### src/rtl/decode_stage_nwide.sv
// -----------------------------------------------------------------------------
// decode_stage_nwide
//
// Purpose:
//   N-wide decode stage between fetch and the issue queue. Each accepted fetch
//   bundle of WIDTH instructions is decoded lane by lane. Each lane yields its
//   register addresses and usage flags, the selected immediate, func3/func7 and
//   an illegal flag. The stage also builds the intra-bundle RAW dependency
//   matrix. The decoded bundle is then written into a DEPTH-entry
//   first-word-fall-through FIFO.
//
// Ports:
//   CLK, RST        clock, synchronous active-high reset
//   FLUSH           synchronous flush of all buffered bundles
//   IN_VALID/READY  fetch-side handshake; IN_READY depends only on state/RST
//   IN_LANE_VALID   per-lane valid (lane 0 oldest)
//   IN_PC, IN_IR    per-lane PC and instruction, lane l at [l*XLEN +: XLEN]
//   OUT_VALID/READY issue-side handshake for the head bundle
//   OUT_*           decoded head-bundle fields, lane l at [l*w +: w]
//   OUT_DEP         bit [j*WIDTH+i] set when lane j reads rd of older lane i
//   COUNT           number of buffered bundles
// -----------------------------------------------------------------------------
module decode_stage_nwide #(
    parameter int WIDTH = 2,
    parameter int DEPTH = 2,
    parameter int XLEN  = 32
) (
    input  logic                    CLK,
    input  logic                    RST,
    input  logic                    FLUSH,
    input  logic                    IN_VALID,
    output logic                    IN_READY,
    input  logic [WIDTH-1:0]        IN_LANE_VALID,
    input  logic [WIDTH*XLEN-1:0]   IN_PC,
    input  logic [WIDTH*XLEN-1:0]   IN_IR,
    output logic                    OUT_VALID,
    input  logic                    OUT_READY,
    output logic [WIDTH-1:0]        OUT_LANE_VALID,
    output logic [WIDTH*XLEN-1:0]   OUT_PC,
    output logic [WIDTH*7-1:0]      OUT_OPCODE,
    output logic [WIDTH*3-1:0]      OUT_FUNC3,
    output logic [WIDTH*7-1:0]      OUT_FUNC7,
    output logic [WIDTH*5-1:0]      OUT_RD_ADDR,
    output logic [WIDTH*5-1:0]      OUT_RS1_ADDR,
    output logic [WIDTH*5-1:0]      OUT_RS2_ADDR,
    output logic [WIDTH-1:0]        OUT_RD_USED,
    output logic [WIDTH-1:0]        OUT_RS1_USED,
    output logic [WIDTH-1:0]        OUT_RS2_USED,
    output logic [WIDTH*XLEN-1:0]   OUT_IMM,
    output logic [WIDTH-1:0]        OUT_ILLEGAL,
    output logic [WIDTH*WIDTH-1:0]  OUT_DEP,
    output logic [$clog2(DEPTH):0]  COUNT
);

    localparam int AW = $clog2(DEPTH);
    localparam int CW = AW + 1;

    localparam logic [6:0] OPC_LUI    = 7'b0110111;
    localparam logic [6:0] OPC_AUIPC  = 7'b0010111;
    localparam logic [6:0] OPC_JAL    = 7'b1101111;
    localparam logic [6:0] OPC_JALR   = 7'b1100111;
    localparam logic [6:0] OPC_BRANCH = 7'b1100011;
    localparam logic [6:0] OPC_LOAD   = 7'b0000011;
    localparam logic [6:0] OPC_STORE  = 7'b0100011;
    localparam logic [6:0] OPC_OP_IMM = 7'b0010011;
    localparam logic [6:0] OPC_OP     = 7'b0110011;
    localparam logic [6:0] OPC_SYSTEM = 7'b1110011;
    localparam logic [6:0] OPC_NOP    = 7'b0000000;

    typedef struct packed {
        logic [6:0]      opcode;
        logic [2:0]      func3;
        logic [6:0]      func7;
        logic [4:0]      rd;
        logic [4:0]      rs1;
        logic [4:0]      rs2;
        logic            rd_used;
        logic            rs1_used;
        logic            rs2_used;
        logic [XLEN-1:0] imm;
        logic            illegal;
    } lane_dec_t;

    typedef struct packed {
        logic [WIDTH-1:0]       lane_valid;
        logic [WIDTH*XLEN-1:0]  pc;
        logic [WIDTH*7-1:0]     opcode;
        logic [WIDTH*3-1:0]     func3;
        logic [WIDTH*7-1:0]     func7;
        logic [WIDTH*5-1:0]     rd;
        logic [WIDTH*5-1:0]     rs1;
        logic [WIDTH*5-1:0]     rs2;
        logic [WIDTH-1:0]       rd_used;
        logic [WIDTH-1:0]       rs1_used;
        logic [WIDTH-1:0]       rs2_used;
        logic [WIDTH*XLEN-1:0]  imm;
        logic [WIDTH-1:0]       illegal;
        logic [WIDTH*WIDTH-1:0] dep;
    } bundle_t;

    // Sign-extend a 32-bit immediate to the datapath width.
    function automatic logic [XLEN-1:0] sext32(input logic [31:0] v);
        sext32 = XLEN'($signed(v));
    endfunction

    // Decode one lane. Invalid lanes decode to all zeros; illegal lanes keep
    // their raw fields but report no register usage and a zero immediate.
    function automatic lane_dec_t decode_lane(input logic valid, input logic [XLEN-1:0] ir);
        lane_dec_t  d;
        logic       writes_rd;
        logic [31:0] imm_i, imm_s, imm_b, imm_u, imm_j;
        d         = '0;
        writes_rd = 1'b0;
        imm_i = {{20{ir[31]}}, ir[31:20]};
        imm_s = {{20{ir[31]}}, ir[31:25], ir[11:7]};
        imm_b = {{19{ir[31]}}, ir[31], ir[7], ir[30:25], ir[11:8], 1'b0};
        imm_u = {ir[31:12], 12'h000};
        imm_j = {{11{ir[31]}}, ir[31], ir[19:12], ir[20], ir[30:21], 1'b0};
        if (valid) begin
            d.opcode = ir[6:0];
            d.func3  = ir[14:12];
            d.func7  = ir[31:25];
            d.rd     = ir[11:7];
            d.rs1    = ir[19:15];
            d.rs2    = ir[24:20];
            case (ir[6:0])
                OPC_LUI, OPC_AUIPC: begin
                    writes_rd = 1'b1;
                    d.imm     = sext32(imm_u);
                end
                OPC_JAL: begin
                    writes_rd = 1'b1;
                    d.imm     = sext32(imm_j);
                end
                OPC_JALR, OPC_LOAD, OPC_OP_IMM, OPC_SYSTEM: begin
                    writes_rd  = 1'b1;
                    d.rs1_used = 1'b1;
                    d.imm      = sext32(imm_i);
                end
                OPC_BRANCH: begin
                    d.rs1_used = 1'b1;
                    d.rs2_used = 1'b1;
                    d.imm      = sext32(imm_b);
                end
                OPC_STORE: begin
                    d.rs1_used = 1'b1;
                    d.rs2_used = 1'b1;
                    d.imm      = sext32(imm_s);
                end
                OPC_OP: begin
                    writes_rd  = 1'b1;
                    d.rs1_used = 1'b1;
                    d.rs2_used = 1'b1;
                end
                OPC_NOP: begin
                    writes_rd = 1'b0;
                end
                default: begin
                    d.illegal = 1'b1;
                end
            endcase
            // x0 is never a real producer, so it must not create dependencies.
            d.rd_used = writes_rd && (ir[11:7] != 5'd0);
        end
        return d;
    endfunction

    lane_dec_t       w_lane [WIDTH];
    bundle_t         w_dec;
    bundle_t         w_head;
    logic            w_full;
    logic            w_push;
    logic            w_pop;

    logic [AW-1:0]   r_wr_ptr;
    logic [AW-1:0]   r_rd_ptr;
    logic [CW-1:0]   r_count;
    bundle_t         r_mem [DEPTH];

    // Combinational decode of the incoming bundle, including the RAW matrix.
    always_comb begin
        w_dec = '0;
        for (int l = 0; l < WIDTH; l++) begin
            w_lane[l] = decode_lane(IN_LANE_VALID[l], IN_IR[l*XLEN +: XLEN]);
        end
        w_dec.lane_valid = IN_LANE_VALID;
        for (int l = 0; l < WIDTH; l++) begin
            if (IN_LANE_VALID[l]) begin
                w_dec.pc[l*XLEN +: XLEN] = IN_PC[l*XLEN +: XLEN];
            end else begin
                w_dec.pc[l*XLEN +: XLEN] = '0;
            end
            w_dec.opcode[l*7 +: 7]     = w_lane[l].opcode;
            w_dec.func3[l*3 +: 3]      = w_lane[l].func3;
            w_dec.func7[l*7 +: 7]      = w_lane[l].func7;
            w_dec.rd[l*5 +: 5]         = w_lane[l].rd;
            w_dec.rs1[l*5 +: 5]        = w_lane[l].rs1;
            w_dec.rs2[l*5 +: 5]        = w_lane[l].rs2;
            w_dec.rd_used[l]           = w_lane[l].rd_used;
            w_dec.rs1_used[l]          = w_lane[l].rs1_used;
            w_dec.rs2_used[l]          = w_lane[l].rs2_used;
            w_dec.imm[l*XLEN +: XLEN]  = w_lane[l].imm;
            w_dec.illegal[l]           = w_lane[l].illegal;
        end
        // Only younger lanes (j) can depend on older ones (i); diagonal and
        // upper triangle stay zero.
        for (int j = 0; j < WIDTH; j++) begin
            for (int i = 0; i < WIDTH; i++) begin
                if ((i < j) && IN_LANE_VALID[i] && IN_LANE_VALID[j] && w_lane[i].rd_used &&
                    ((w_lane[j].rs1_used && (w_lane[j].rs1 == w_lane[i].rd)) ||
                     (w_lane[j].rs2_used && (w_lane[j].rs2 == w_lane[i].rd)))) begin
                    w_dec.dep[j*WIDTH+i] = 1'b1;
                end else begin
                    w_dec.dep[j*WIDTH+i] = 1'b0;
                end
            end
        end
    end

    // Ready depends only on occupancy so that a pop never opens a same-cycle
    // push into a full FIFO. Flush wins over both push and pop.
    assign w_full    = (r_count == CW'(DEPTH));
    assign IN_READY  = !RST && !w_full;
    assign OUT_VALID = (r_count != '0);
    assign w_push    = IN_VALID && IN_READY && (|IN_LANE_VALID) && !FLUSH;
    assign w_pop     = OUT_VALID && OUT_READY && !FLUSH;

    // FIFO pointers and occupancy.
    always_ff @(posedge CLK) begin
        if (RST || FLUSH) begin
            r_wr_ptr <= '0;
            r_rd_ptr <= '0;
            r_count  <= '0;
        end else begin
            if (w_push) begin
                r_wr_ptr <= r_wr_ptr + AW'(1);
            end
            if (w_pop) begin
                r_rd_ptr <= r_rd_ptr + AW'(1);
            end
            case ({w_push, w_pop})
                2'b10:   r_count <= r_count + CW'(1);
                2'b01:   r_count <= r_count - CW'(1);
                default: r_count <= r_count;
            endcase
        end
    end

    // Bundle storage; reset clears every entry so all outputs read zero.
    always_ff @(posedge CLK) begin
        if (RST) begin
            for (int d = 0; d < DEPTH; d++) begin
                r_mem[d] <= '0;
            end
        end else if (w_push) begin
            r_mem[r_wr_ptr] <= w_dec;
        end
    end

    assign w_head = r_mem[r_rd_ptr];

    assign OUT_LANE_VALID = OUT_VALID ? w_head.lane_valid : '0;
    assign OUT_PC         = w_head.pc;
    assign OUT_OPCODE     = w_head.opcode;
    assign OUT_FUNC3      = w_head.func3;
    assign OUT_FUNC7      = w_head.func7;
    assign OUT_RD_ADDR    = w_head.rd;
    assign OUT_RS1_ADDR   = w_head.rs1;
    assign OUT_RS2_ADDR   = w_head.rs2;
    assign OUT_RD_USED    = w_head.rd_used;
    assign OUT_RS1_USED   = w_head.rs1_used;
    assign OUT_RS2_USED   = w_head.rs2_used;
    assign OUT_IMM        = w_head.imm;
    assign OUT_ILLEGAL    = w_head.illegal;
    assign OUT_DEP        = w_head.dep;
    assign COUNT          = r_count;

endmodule

### config.mk
export PLATFORM = sky130hd
export DESIGN_NAME = decode_stage_nwide
export DESIGN_NICKNAME = d
export VERILOG_FILES = /design/src/rtl/decode_stage_nwide.sv
export SDC_FILE = /design/constraint.sdc
export NUM_CORES = 1
export LEC_CHECK = 0
export BUFFER_PORTS_ARGS = -buffer_cell sky130_fd_sc_hd__buf_2
export CAP_MARGIN = 20
export CORE_MARGIN = 2
export CORE_UTILIZATION = 31
export CTS_BUF_LIST = sky130_fd_sc_hd__clkbuf_16
export CTS_CLUSTER_DIAMETER = 80
export DETAILED_ROUTE_END_ITERATION = 16
export PLACE_DENSITY = 0.61
export SKIP_LAST_GASP = 1
export SYNTH_ARGS = -nofsm -noshare
export SYNTH_HDL_FRONTEND = slang
export SYNTH_SLANG_ARGS = --single-unit
export TNS_END_PERCENT = 10
### constraint.sdc
create_clock -name CLK -period 15.4 [get_ports CLK]
set_input_delay 3.08 -clock CLK [delete_from_list [all_inputs] [get_ports CLK]]
set_output_delay 3.08 -clock CLK [all_outputs]
set_load 0.01 [all_outputs]
==> results.yml <==
sta:
  whs_ns: 0.5174
  setup_tns_ns: 0
  max-slew-margin-rel_pct: 36.89
  drv_slew: 0
  min_period_ns: 6.626
  finClkSkew_ns: 0.01276
  worst_pin_slew_ns: 0.9467
  finalCritPeriodShare_pct: 43.02
  setup_viol: 0
  rsz0062_at_grt: "no"
  hold_viol_final: 0
  max_freq_ghz: 0.1509
setup_path:
  r2r_slack_ns: 11.10
  critPathKind: "reg2out"
  worstPathMaxFanout: 70
  critPathLaunchType: "flip-flop"
  cp-end-kind: "primary output"
  reg2regPathDepth: 7
  cp.required_ns: 12.32
  worst_ep_arrival_time_ns: 3.55
clock_network:
  ctsLongestPathBuffers: 3
  numCtsBuffers: 46
  clock_latency_ns: 0.57
  clk_pin_slew_ns: 0.06
  clock_sinks: 411
  hold_buffers: 0
  cts_root_buf: "clkbuf_16"
  cts_setup_buffers: 0
  cts_tree: "done"
  htreeDepth: 2
  cts_resized: 0
flow_run:
  maxCapViolations: 0
yosys:
  synth_top_family_by_area: "simple AND/OR/NAND/NOR gates"
  synth_compound_area_share_pct: 3.714
  syn_area_per_cell_um2: 13.89
  synth_flop_cell: "edfxtp_1"
  synth_cell_types: 67
  synth_xor_area_share_pct: 0.4231
  synthArstFlopShare_pct: 0
  synth_mux_area_share_pct: 12.26
  yosys.area_share.simple_pct: 15.06
  yosysSeqAreaShare_pct: 65.98
  postSynthCellCount: 1341
  synth-edff-count: 406
  synth_area_um2: 18630
  synth_warnings: 0
  ys_ff_latch: 411
  synth_fa_ha_area_share_pct: 0.06716
power_and_ir_drop:
  power.leakage_nw: 8.559
  p_per_area_nw_per_um2: 113.5
  peakVddDrop_uv: 76.41
routing:
  wl_per_cell_um: 20.57
  drc: 0
  vias: 11830
  ant_nets: 0
  wirelength_mm: 50.97
  drt_iter0_markers: 587
  avgViaCountPerCell: 4.773
  firstDrtPassIters: 5
global_route:
  grt_usage_pct: 16.02
  grt_pass1_wl_mm: 75.26
  grt_overflow: 0
  antenna_found_initial: 10
  grt_max_degree: 71
  grt_pass1_vias: 12120
die:
  io-pin-count: 345
  die_x_um: 249.1
  core_area_um2: 59240
  start_util_pct: 31.45
  rows: 89
  die_area_um2: 62070
  die_height_um: 249.1
final_layout:
  final_common_cell: "edfxtp_1"
  fillers: 5743
  nets: 1804
  final_cell_mix: "edfxtp_1, buf_2, and2_1"
  drive_gt1_share_pct: 37.98
  syn_to_final_growth_pct: 21.18
hold_path:
  worstHoldPathType: "reg2reg"
  hold-path-cell-count: 2
placed_design:
  place.gp.congestion: 0.7849
  io_buffers: 341
  dp_hpwl_mm: 33.95
outcome:
  status: "finished, final reports clean"
[path summary, 6_finish.rpt]
path / start / to
worst min register to register: r_rd_ptr / r_rd_ptr
worst max-delay path: flip-flop / OUT_IMM[56]
worst min-delay path: r_rd_ptr / r_rd_ptr
worst max register to register: COUNT[0] / r_mem[0][3]
[cell type report]
| type | instances | area (um^2) | share of cell area [%] |
|---|---|---|---|
| well taps | 773 | 967.2 | 4.284 |
| clock inverters | 32 | 226.5 | 1.003 |
| repair buffers | 360 | 1882 | 8.336 |
| flip-flops and latches | 411 | 12300 | 54.47 |
| diodes | 4 | 10.01 | 0.04434 |
| multi-input cells | 834 | 5911 | 26.18 |
| inverters | 15 | 56.30 | 0.2494 |
| clock buffers | 49 | 1226 | 5.432 |
[through the flow]
stage               worst slack, ns  cells  utilization, %  instance area [um^2]  power [W]
floorplan                     6.135   1343               -                 18640   0.001432
global placement              8.233   2387           35.51                 21030   0.001519
detailed placement            8.092   2391           35.61                 21100   0.001523
CTS                           8.666   2472           38.06                 22550   0.002597
global route                  8.495   2477           38.10                 22570   0.002653
finish                        8.774   2478           38.11                 22570   0.002562
[where the power goes]
part	internal, W	switching, W
sequential	0.00128	0.0000166
clock	0.000621	0.000444
combinational	0.0000768	0.000120
[metal layers]
| metal | vias to the layer above | track usage (%) | routed length, um |
|---|---|---|---|
| met1 | 5889 | 20.30 | 21560 |
| met5 | - | 0 | 41 |
| met4 | 6 | 5.181 | 1339 |
| met2 | 368 | 26.84 | 24810 |
| met3 | 81 | 4.013 | 3211 |
| li1 | 5483 | - | - |
[logic make-up after synthesis]
logic type,after synthesis
fa+ha+maj,1
buf+inv,98
flops,411
compound gates,107
mux,203
other cells,1
simple gates,511
xor+xnor,9
[flip-flops by register name (all words and copies together) (netlist names), named ones only]
register / cells
r_wr_ptr: 1
r_rd_ptr: 1
COUNT: 2
r_mem: 406
[Yosys cell counts, types with 2 or more instances]
| library cell | count | area (um^2) |
|---|---|---|
| nand4b_1 | 3 | 26.28 |
| or2_2 | 4 | 25.02 |
| nor4_1 | 6 | 37.54 |
| o22ai_1 | 5 | 31.28 |
| nor2b_1 | 8 | 50.05 |
| a211oi_1 | 2 | 15.01 |
| nor2_1 | 143 | 536.8 |
| xnor2_1 | 3 | 26.28 |
| nand2b_1 | 7 | 43.79 |
| and3_1 | 2 | 12.51 |
| buf_4 | 4 | 30.03 |
| edfxtp_1 | 406 | 12190 |
| a21oi_1 | 54 | 270.3 |
| o21a_1 | 4 | 30.03 |
| or2_1 | 2 | 12.51 |
| a22oi_1 | 8 | 60.06 |
| buf_2 | 13 | 65.06 |
| clkbuf_1 | 58 | 217.7 |
| a31oi_1 | 2 | 12.51 |
| nand3_1 | 15 | 75.07 |
| xor2_1 | 6 | 52.55 |
| or4_1 | 2 | 15.01 |
| a22o_1 | 2 | 17.52 |
| inv_1 | 15 | 56.30 |
| mux2_2 | 201 | 2263 |
| nand2b_4 | 2 | 27.53 |
| nor3_1 | 10 | 50.05 |
| clkbuf_8 | 5 | 68.82 |
| nand3b_1 | 2 | 15.01 |
| mux2i_1 | 2 | 20.02 |
| dfxtp_1 | 5 | 100.1 |
| nand2_1 | 27 | 101.4 |
| and2_1 | 266 | 1664 |
| a2111oi_2 | 2 | 30.03 |
| o21ai_0 | 9 | 45.04 |
| o2111ai_1 | 4 | 35.03 |
| o211ai_1 | 2 | 15.01 |
[critical path, stage by stage (launching register included)]
cell	delay, ns
dfxtp_4	0.77
buf_4	0.67
buf_4	0.79
mux2_2	0.43
buf_2	0.14
Note: power is estimated with default switching activity, not from simulation.
